**config.mk**
```make
export PLATFORM = sky130hd
export DESIGN_NAME = game_turn_ctrl
export DESIGN_NICKNAME = d
export VERILOG_FILES = /design/src/rtl/game_pkg.sv /design/src/rtl/turn_timer.sv /design/src/rtl/game_turn_ctrl.sv
export SDC_FILE = /design/constraint.sdc
export NUM_CORES = 1
export LEC_CHECK = 0
export ABC_AREA = 0
export BUFFER_PORTS_ARGS = -buffer_cell sky130_fd_sc_hd__buf_2
export CORE_UTILIZATION = 55
export CTS_CLUSTER_SIZE = 10
export DETAILED_ROUTE_END_ITERATION = 16
export PLACE_DENSITY = 0.86
export SETUP_SLACK_MARGIN = 0.5
export SLEW_MARGIN = 20
export SYNTH_ARGS = -nofsm -noshare
export SYNTH_HDL_FRONTEND = slang
export SYNTH_SLANG_ARGS = --single-unit
```
**constraint.sdc**
```tcl
create_clock -name clk -period 3.3 [get_ports clk]
set_input_delay 0.495 -clock clk [delete_from_list [all_inputs] [get_ports clk]]
set_output_delay 0.495 -clock clk [all_outputs]
set_load 0.05 [all_outputs]
```
**src/rtl/game_pkg.sv**
```systemverilog
// Shared encodings for the Connect4 engine: controller state, game status and checker verdicts.
package game_pkg;

  typedef enum logic [1:0] {
    StIdle  = 2'b00,
    StTurn  = 2'b01,
    StCheck = 2'b10,
    StEnd   = 2'b11
  } state_e;

  typedef enum logic [1:0] {
    StatPlaying = 2'b00,
    StatWin     = 2'b01,
    StatTie     = 2'b10,
    StatIdle    = 2'b11
  } status_e;

  localparam logic [1:0] ChkNext = 2'b00;
  localparam logic [1:0] ChkWin  = 2'b01;
  localparam logic [1:0] ChkTie  = 2'b10;
  localparam logic [1:0] ChkRsvd = 2'b11;

endpackage

```
**src/rtl/turn_timer.sv**
```systemverilog
// Per-turn cycle counter: clears on i_clear, counts on i_en, flags the last cycle and wraps there.
module turn_timer #(
  parameter int unsigned TIMEOUT_CYC = 1000
) (
  input  logic clk,
  input  logic reset,
  input  logic i_clear,
  input  logic i_en,
  output logic o_expire
);

  localparam int unsigned CntW = (TIMEOUT_CYC > 1) ? $clog2(TIMEOUT_CYC) : 1;
  localparam logic [CntW-1:0] CntLast = CntW'(TIMEOUT_CYC - 1);

  logic [CntW-1:0] r_cnt;
  logic [CntW-1:0] w_cnt_d;

  assign o_expire = i_en & (r_cnt == CntLast);

  always_comb begin
    w_cnt_d = r_cnt;
    if (i_clear) begin
      w_cnt_d = '0;
    end else if (i_en) begin
      w_cnt_d = o_expire ? '0 : r_cnt + 1'b1;
    end
  end

  always_ff @(posedge clk or posedge reset) begin
    if (reset) begin
      r_cnt <= '0;
    end else begin
      r_cnt <= w_cnt_d;
    end
  end

endmodule

```
**src/rtl/game_turn_ctrl.sv**
```systemverilog
// Game-flow controller for 2..4 players with valid/ready move intake and checker verdict wait.
// Optional turn-timeout skip enabled by defining TURN_TIMEOUT_EN.
module game_turn_ctrl
  import game_pkg::*;
#(
  parameter int unsigned NUM_PLAYERS = 2,
  parameter int unsigned PID_W       = 2,
  parameter int unsigned MOVE_CNT_W  = 6,
  parameter int unsigned TIMEOUT_CYC = 1000
) (
  input  logic                  clk,
  input  logic                  reset,
  input  logic                  start,
  input  logic                  move_valid,
  input  logic [PID_W-1:0]      move_pid,
  output logic                  move_ready,
  output logic                  move_illegal,
  input  logic                  chk_valid,
  input  logic [1:0]            chk_result,
  output logic [PID_W-1:0]      cur_player,
  output logic [1:0]            game_status,
  output logic [PID_W-1:0]      winner,
  output logic [MOVE_CNT_W-1:0] move_cnt,
  output logic [1:0]            state
);

  localparam logic [PID_W-1:0] LastPid = PID_W'(NUM_PLAYERS - 1);

  state_e                r_state, w_state_d;
  status_e               r_status, w_status_d;
  logic [PID_W-1:0]      r_cur, w_cur_d;
  logic [PID_W-1:0]      r_winner, w_winner_d;
  logic [MOVE_CNT_W-1:0] r_cnt, w_cnt_d;
  logic                  r_ready, w_ready_d;
  logic                  r_illegal, w_illegal_d;

  logic                  w_xfer;
  logic                  w_expire;
  logic [PID_W-1:0]      w_next_pid;

  assign w_xfer     = move_valid & r_ready;
  assign w_next_pid = (r_cur == LastPid) ? '0 : r_cur + 1'b1;

`ifdef TURN_TIMEOUT_EN
  turn_timer #(
    .TIMEOUT_CYC(TIMEOUT_CYC)
  ) u_turn_timer (
    .clk     (clk),
    .reset   (reset),
    .i_clear (r_state != StTurn),
    .i_en    (r_state == StTurn),
    .o_expire(w_expire)
  );
`else
  logic unused_timeout_cfg;
  assign unused_timeout_cfg = ^TIMEOUT_CYC;
  assign w_expire           = 1'b0;
`endif

  always_comb begin
    w_state_d   = r_state;
    w_status_d  = r_status;
    w_cur_d     = r_cur;
    w_winner_d  = r_winner;
    w_cnt_d     = r_cnt;
    w_illegal_d = 1'b0;
    unique case (r_state)
      StIdle, StEnd: begin
        if (start) begin
          w_state_d  = StTurn;
          w_cur_d    = '0;
          w_cnt_d    = '0;
          w_status_d = StatPlaying;
        end
      end
      StTurn: begin
        // A transfer in the expiry cycle wins over the timeout skip.
        if (w_xfer) begin
          if (move_pid == r_cur) begin
            w_state_d = StCheck;
            if (r_cnt != '1) begin
              w_cnt_d = r_cnt + 1'b1;
            end
          end else begin
            w_illegal_d = 1'b1;
          end
        end else if (w_expire) begin
          w_cur_d = w_next_pid;
        end
      end
      StCheck: begin
        if (chk_valid) begin
          case (chk_result)
            ChkWin: begin
              w_state_d  = StEnd;
              w_winner_d = r_cur;
              w_status_d = StatWin;
            end
            ChkTie: begin
              w_state_d  = StEnd;
              w_status_d = StatTie;
            end
            default: begin
              w_state_d = StTurn;
              w_cur_d   = w_next_pid;
            end
          endcase
        end
      end
      default: w_state_d = StIdle;
    endcase
    w_ready_d = (w_state_d == StTurn);
  end

  always_ff @(posedge clk or posedge reset) begin
    if (reset) begin
      r_state   <= StIdle;
      r_status  <= StatIdle;
      r_cur     <= '0;
      r_winner  <= '0;
      r_cnt     <= '0;
      r_ready   <= 1'b0;
      r_illegal <= 1'b0;
    end else begin
      r_state   <= w_state_d;
      r_status  <= w_status_d;
      r_cur     <= w_cur_d;
      r_winner  <= w_winner_d;
      r_cnt     <= w_cnt_d;
      r_ready   <= w_ready_d;
      r_illegal <= w_illegal_d;
    end
  end

  assign move_ready   = r_ready;
  assign move_illegal = r_illegal;
  assign cur_player   = r_cur;
  assign game_status  = r_status;
  assign winner       = r_winner;
  assign move_cnt     = r_cnt;
  assign state        = r_state;

endmodule

```
Yosys cells after proc, flatten, opt, wreduce, memory -nomap -nowiden

Index checks and enable logic that the tools add are counted.
Widths: inputs -> output; s select.

Flip-flop bits (word level): 16
Latch bits: 0
Bits in writable memories: 0
Memory bits (read-only): 0
Memories kept: 0

Add/sub/neg operators: 2
Multiply operators: 0
Div/mod/pow operators: 0
Order comparisons: 0
Equality and inequality tests: 16
Shift operators: 0
Multiplexer cells: 22
Bitwise logic cells: 2
Reductions and logical operators: 9

Operator list:

| cell                | count |
|---|---|
| $mux 6              | 4 |
| $mux 2              | 10 |
| $ne 2x2->1 const B  | 6 |
| $pmux 2 s2          | 3 |
| $pmux 6 s2          | 1 |
| $eq 2x1->1 const B  | 4 |
| $reduce_and 4->1    | 2 |
| $add 6x1->6 const B | 1 |
| $eq 2x2->1 const B  | 3 |
| $ne 6x6->1 const B  | 1 |
| $pmux 2 s3          | 1 |
| $reduce_and 5->1    | 1 |
| $reduce_bool 2->1   | 2 |
| $reduce_or 2->1     | 2 |
| $mux 1              | 3 |
| $ne 3x3->1 const B  | 1 |
| $reduce_and 3->1    | 1 |
| $add 2x1->2 const B | 1 |
| $eq 2x2->1          | 1 |
| $logic_not 2->1     | 1 |
| $and 1x1->1         | 1 |
| $not 1->1           | 1 |

Logic depth before layout (Yosys ltp)

Depth after elaboration: 6
Mapped depth: 7
Gate-level depth less buffers: 6

Worst setup path before layout

No wires, ideal clock.

Kind: reg2reg
Start point: register r_state[0] (netlist: state[0])
End point: register r_cnt[1] (netlist: move_cnt[1])
Arrival: 1.893 ns
Required time: 3.174 ns
Setup slack: 1.281 ns
Stages on the path, launching flop included: 8
Period minus slack after synthesis: 2.019 ns
Path through: dfrtp_1 inv_1 ha_1 clkbuf_1 nor2b_1 o21ai_0 o31ai_1 a311o_1

Longest elaborated chain between the ends: 4

Ends and longest elaborated chain:

| element                                                          | line                  | RTL |
|---|---|---|
| start: declaration                                               | game_turn_ctrl.sv:29  | `state_e r_state, w_state_d;` |
| start signal: assignment                                         | game_turn_ctrl.sv:117 | `r_state <= StIdle;` |
| start signal: assignment                                         | game_turn_ctrl.sv:125 | `r_state <= w_state_d;` |
| $eq 2x2->1 or $logic_not 2->1 (tied branches)                    | game_turn_ctrl.sv:67  | `unique case (r_state)` |
| $reduce_or 2->1                                                  | game_turn_ctrl.sv:67  |  |
| $ne 2x2->1 (no source line) or $reduce_bool 2->1 (tied branches) | n/a                   |  |
| $reduce_and 5->1 (no source line)                                | n/a                   |  |
| end signal: assignment                                           | game_turn_ctrl.sv:129 | `r_cnt <= w_cnt_d;` |
| end: declaration                                                 | game_turn_ctrl.sv:33  | `logic [MOVE_CNT_W-1:0] r_cnt, w_cnt_d;` |

Several ways; a longest one is shown, not always the timed one.
A chain may end at the register's enable or synchronous reset.

Final worst setup path

Start point: register r_state[0] (netlist: state[0])
End point: register r_cnt[3] (netlist: move_cnt[3])

The elaborated chain is that of the path after synthesis.

==> run metrics <==
post-synthesis sequential element count=16; Worst path top cell family by delay=adder cells; Hold Fails Final Rpt=0; count of flip-flops with a built-in enable after synthesis=0; synthesized netlist net count=about 130; overall die height=around 45 um; most common cell in the synthesized netlist=dfrtp_1; asr flop ratio synth=100%; outcome=complete, no violations; Critical Path Fanout Max=13; share of the synthesized area in the top cell type=roughly 35%; via/cell ratio=about 5.8; wire per inst=~14 um; post-synthesis cell type count=38; cells along the critical path=inv_1 > ha_1 > mux2i_1 > nor2_1 > and2_1 > a211oi_1; worst hold path type=in2async; MaxCap Viol Count=0; largest area contributor in the synthesized netlist=dfrtp_1; dominant cells by area after synthesis=dfrtp_1 (35%), ha_1 (6.2%), dfstp_2 (5.2%); pin count of the biggest net entering global routing=17; via count of the first global-routing pass=approximately 840; wire length of the first global-routing pass=3.50 mm; Initial Util=58.6%; final period demand of the worst path=2020 ps; Max transition margin=about three fifths; static leakage power=roughly 0.00056 uW; power density cells=between 800 and 900 nW/um^2; Crit-path slowest cell=ha_1; Final Max Slew Viols=0; Clock Root Buffer=clkbuf_4; clock latency on the worst-skew pair=~290 ps; number of nets with antenna violations after detailed routing=0; final std cells w/o fill=roughly 160; Clock Pin Slew Worst Setup and Hold Paths=approximately 100 ps; post-route core utilization=~68%; total of hold buffers inserted after clock tree synthesis=0; Sum Neg Setup Slack=0 ps; Sink Count=16; number of nets in the final layout=154; Synth-to-Final Area Change=16.3%; Initial DRT Pass Iterations=4; die area=2010 sq um; number of port buffers=24; clock tree from TritonCTS=done; placed cells=160; count of final setup violators=0; post-route standard cell area excluding fillers=around 1200 sq um; gate count after technology mapping=between 100 and 150; post-detailed-routing wire length=approximately 2.2 mm; mean instance size in the synthesized netlist=8.87 sq um; start-to-end type of the worst setup path=reg2reg; number of DRC violations after detailed-routing iteration 0=between 40 and 50; antenna violations before repair=0; maximum clock frequency=around 0.5 GHz; Overall Global Routing Usage=around a quarter; number of warning messages in the yosys log=0; DIE WIDTH=about 45 um; fraction of layout instances using a drive strength above 1=about a quarter; number of buffers and inverters on the critical path=1; post-CTS setup repair buffer count=0; Worst IR Drop VDD=648 uV; total design power=around 970 uW; cell types with the highest counts after synthesis=dfrtp_1 (14), nand2_1 (12), nor2_1 (11), a21oi_1 (9), nand3_1 (7); clock skew after layout=about 14 ps; top_reg_cell synth=dfrtp_1; io pins=25; RD Place Congestion=approximately 0.9; setup repair after global routing missed its margin=no; number of clock buffers inserted by TritonCTS=3; number of buffers on the longest clock path=2; half-perimeter wire length of the detailed placement result=around 1.7 mm; # rows=15; number of H-tree levels=1; post-CTS sizing=0; routed via count=957; Startpoint Class=register; transition time at the pin with the least slew margin=594 ps; Diodes inserted=0; DRC viols=0; area of the core=1730 sq um; sequential-to-total area share from yosys stat=roughly 40%; share of the cycle needed by the critical path after routing=between 60% and 70%; Mapped Area=roughly 1000 sq um; cell area after placement=1150 sq um; required time of the critical path=3480 ps; Arrival @ worst endpoint=roughly 2200 ps; maximum cell stage delay along the critical path=510 ps; sort of element at the end of the critical path=register; overall overflow remaining after global route=0
## layer usage
layer	vias up	track usage [%]	part of all wire, %
li1	462	-	-
met1	444	30.4	44
met2	41	39.1	49
met3	10	3.60	5.0
met4	0	13.3	2.1
met5	-	0	0
## cell usage in the layout, fill, tap and decap left out, types with 2 or more instances in the layout
cell / Yosys / routed
nand2b_1: 3 / 3
o31ai_1: 3 / 3
a31oi_1: 6 / 6
o21ai_0: 2 / 2
clkbuf_4: 0 / 3
ha_1: 5 / 5
nand3_1: 7 / 7
nor2b_1: 6 / 6
a21oi_1: 9 / 9
dfrtp_1: 14 / 14
o21ai_1: 3 / 3
dfstp_2: 2 / 2
inv_1: 6 / 6
nand2_1: 12 / 12
buf_2: 1 / 24
nor2_1: 11 / 11
xor2_2: 2 / 2
## stage by stage
| stage | hold slack [ps] | setup WS [ps] |
|---|---|---|
| floorplan | 407 | 1280 |
| global placement | 471 | 1480 |
| detailed placement | 475 | 1330 |
| CTS | 283 | 1290 |
| global route | 323 | 1120 |
| finish | 256 | 1280 |
## cell type report
cell class                 instances  area, sq um
clock buffer                       4         26.3
fill                             144          551
inverter                           7         26.3
multi-input combinational         88          569
sequential                        16          403
tap                               25         31.3
timing repair buffer              24          120
## cell families after synthesis
group | after synthesis | synth area share (%)
AOI/OAI and AO/OA | 32 | 21.5
xor gates and xnor gates | 2 | 3.22
adders and majority gates | 5 | 6.19
buffers and inverters | 10 | 3.83
DFF | 16 | 39.9
muxes | 2 | 2.10
and+or+nand+nor | 47 | 23.3
## flip-flops by register name (all words and copies together), names as in the netlist
signal	flops
move_ready	1
cur_player	2
state	2
winner	2
game_status	2
move_illegal	1
move_cnt	6
## worst paths after layout
check / start / to / slack, ps / depth (start not counted)
worst min-delay path: reset / state[0] / 260 / 2
min in group clk: move_valid / move_illegal / 480 / 3
worst max-delay path: state[0] / move_cnt[3] / 1280 / 6
max in group asynchronous: reset / winner[1] / 2650 / 2
worst max register to register: state[0] / move_cnt[3] / 1280 / 6
worst min register to register: winner[0] / winner[0] / 500 / 2
## where the power goes
| group | internal (uW) | leakage, uW | total [uW] | switching (uW) |
|---|---|---|---|---|
| registers | 246 | 0.000211 | 277 | 30.3 |
| clock network | 46.9 | 0.0000150 | 107 | 60.0 |
| logic | 170 | 0.000332 | 585 | 415 |
| total | 463 | 0.000558 | 969 | 506 |
(Power assumes the default switching activity.)
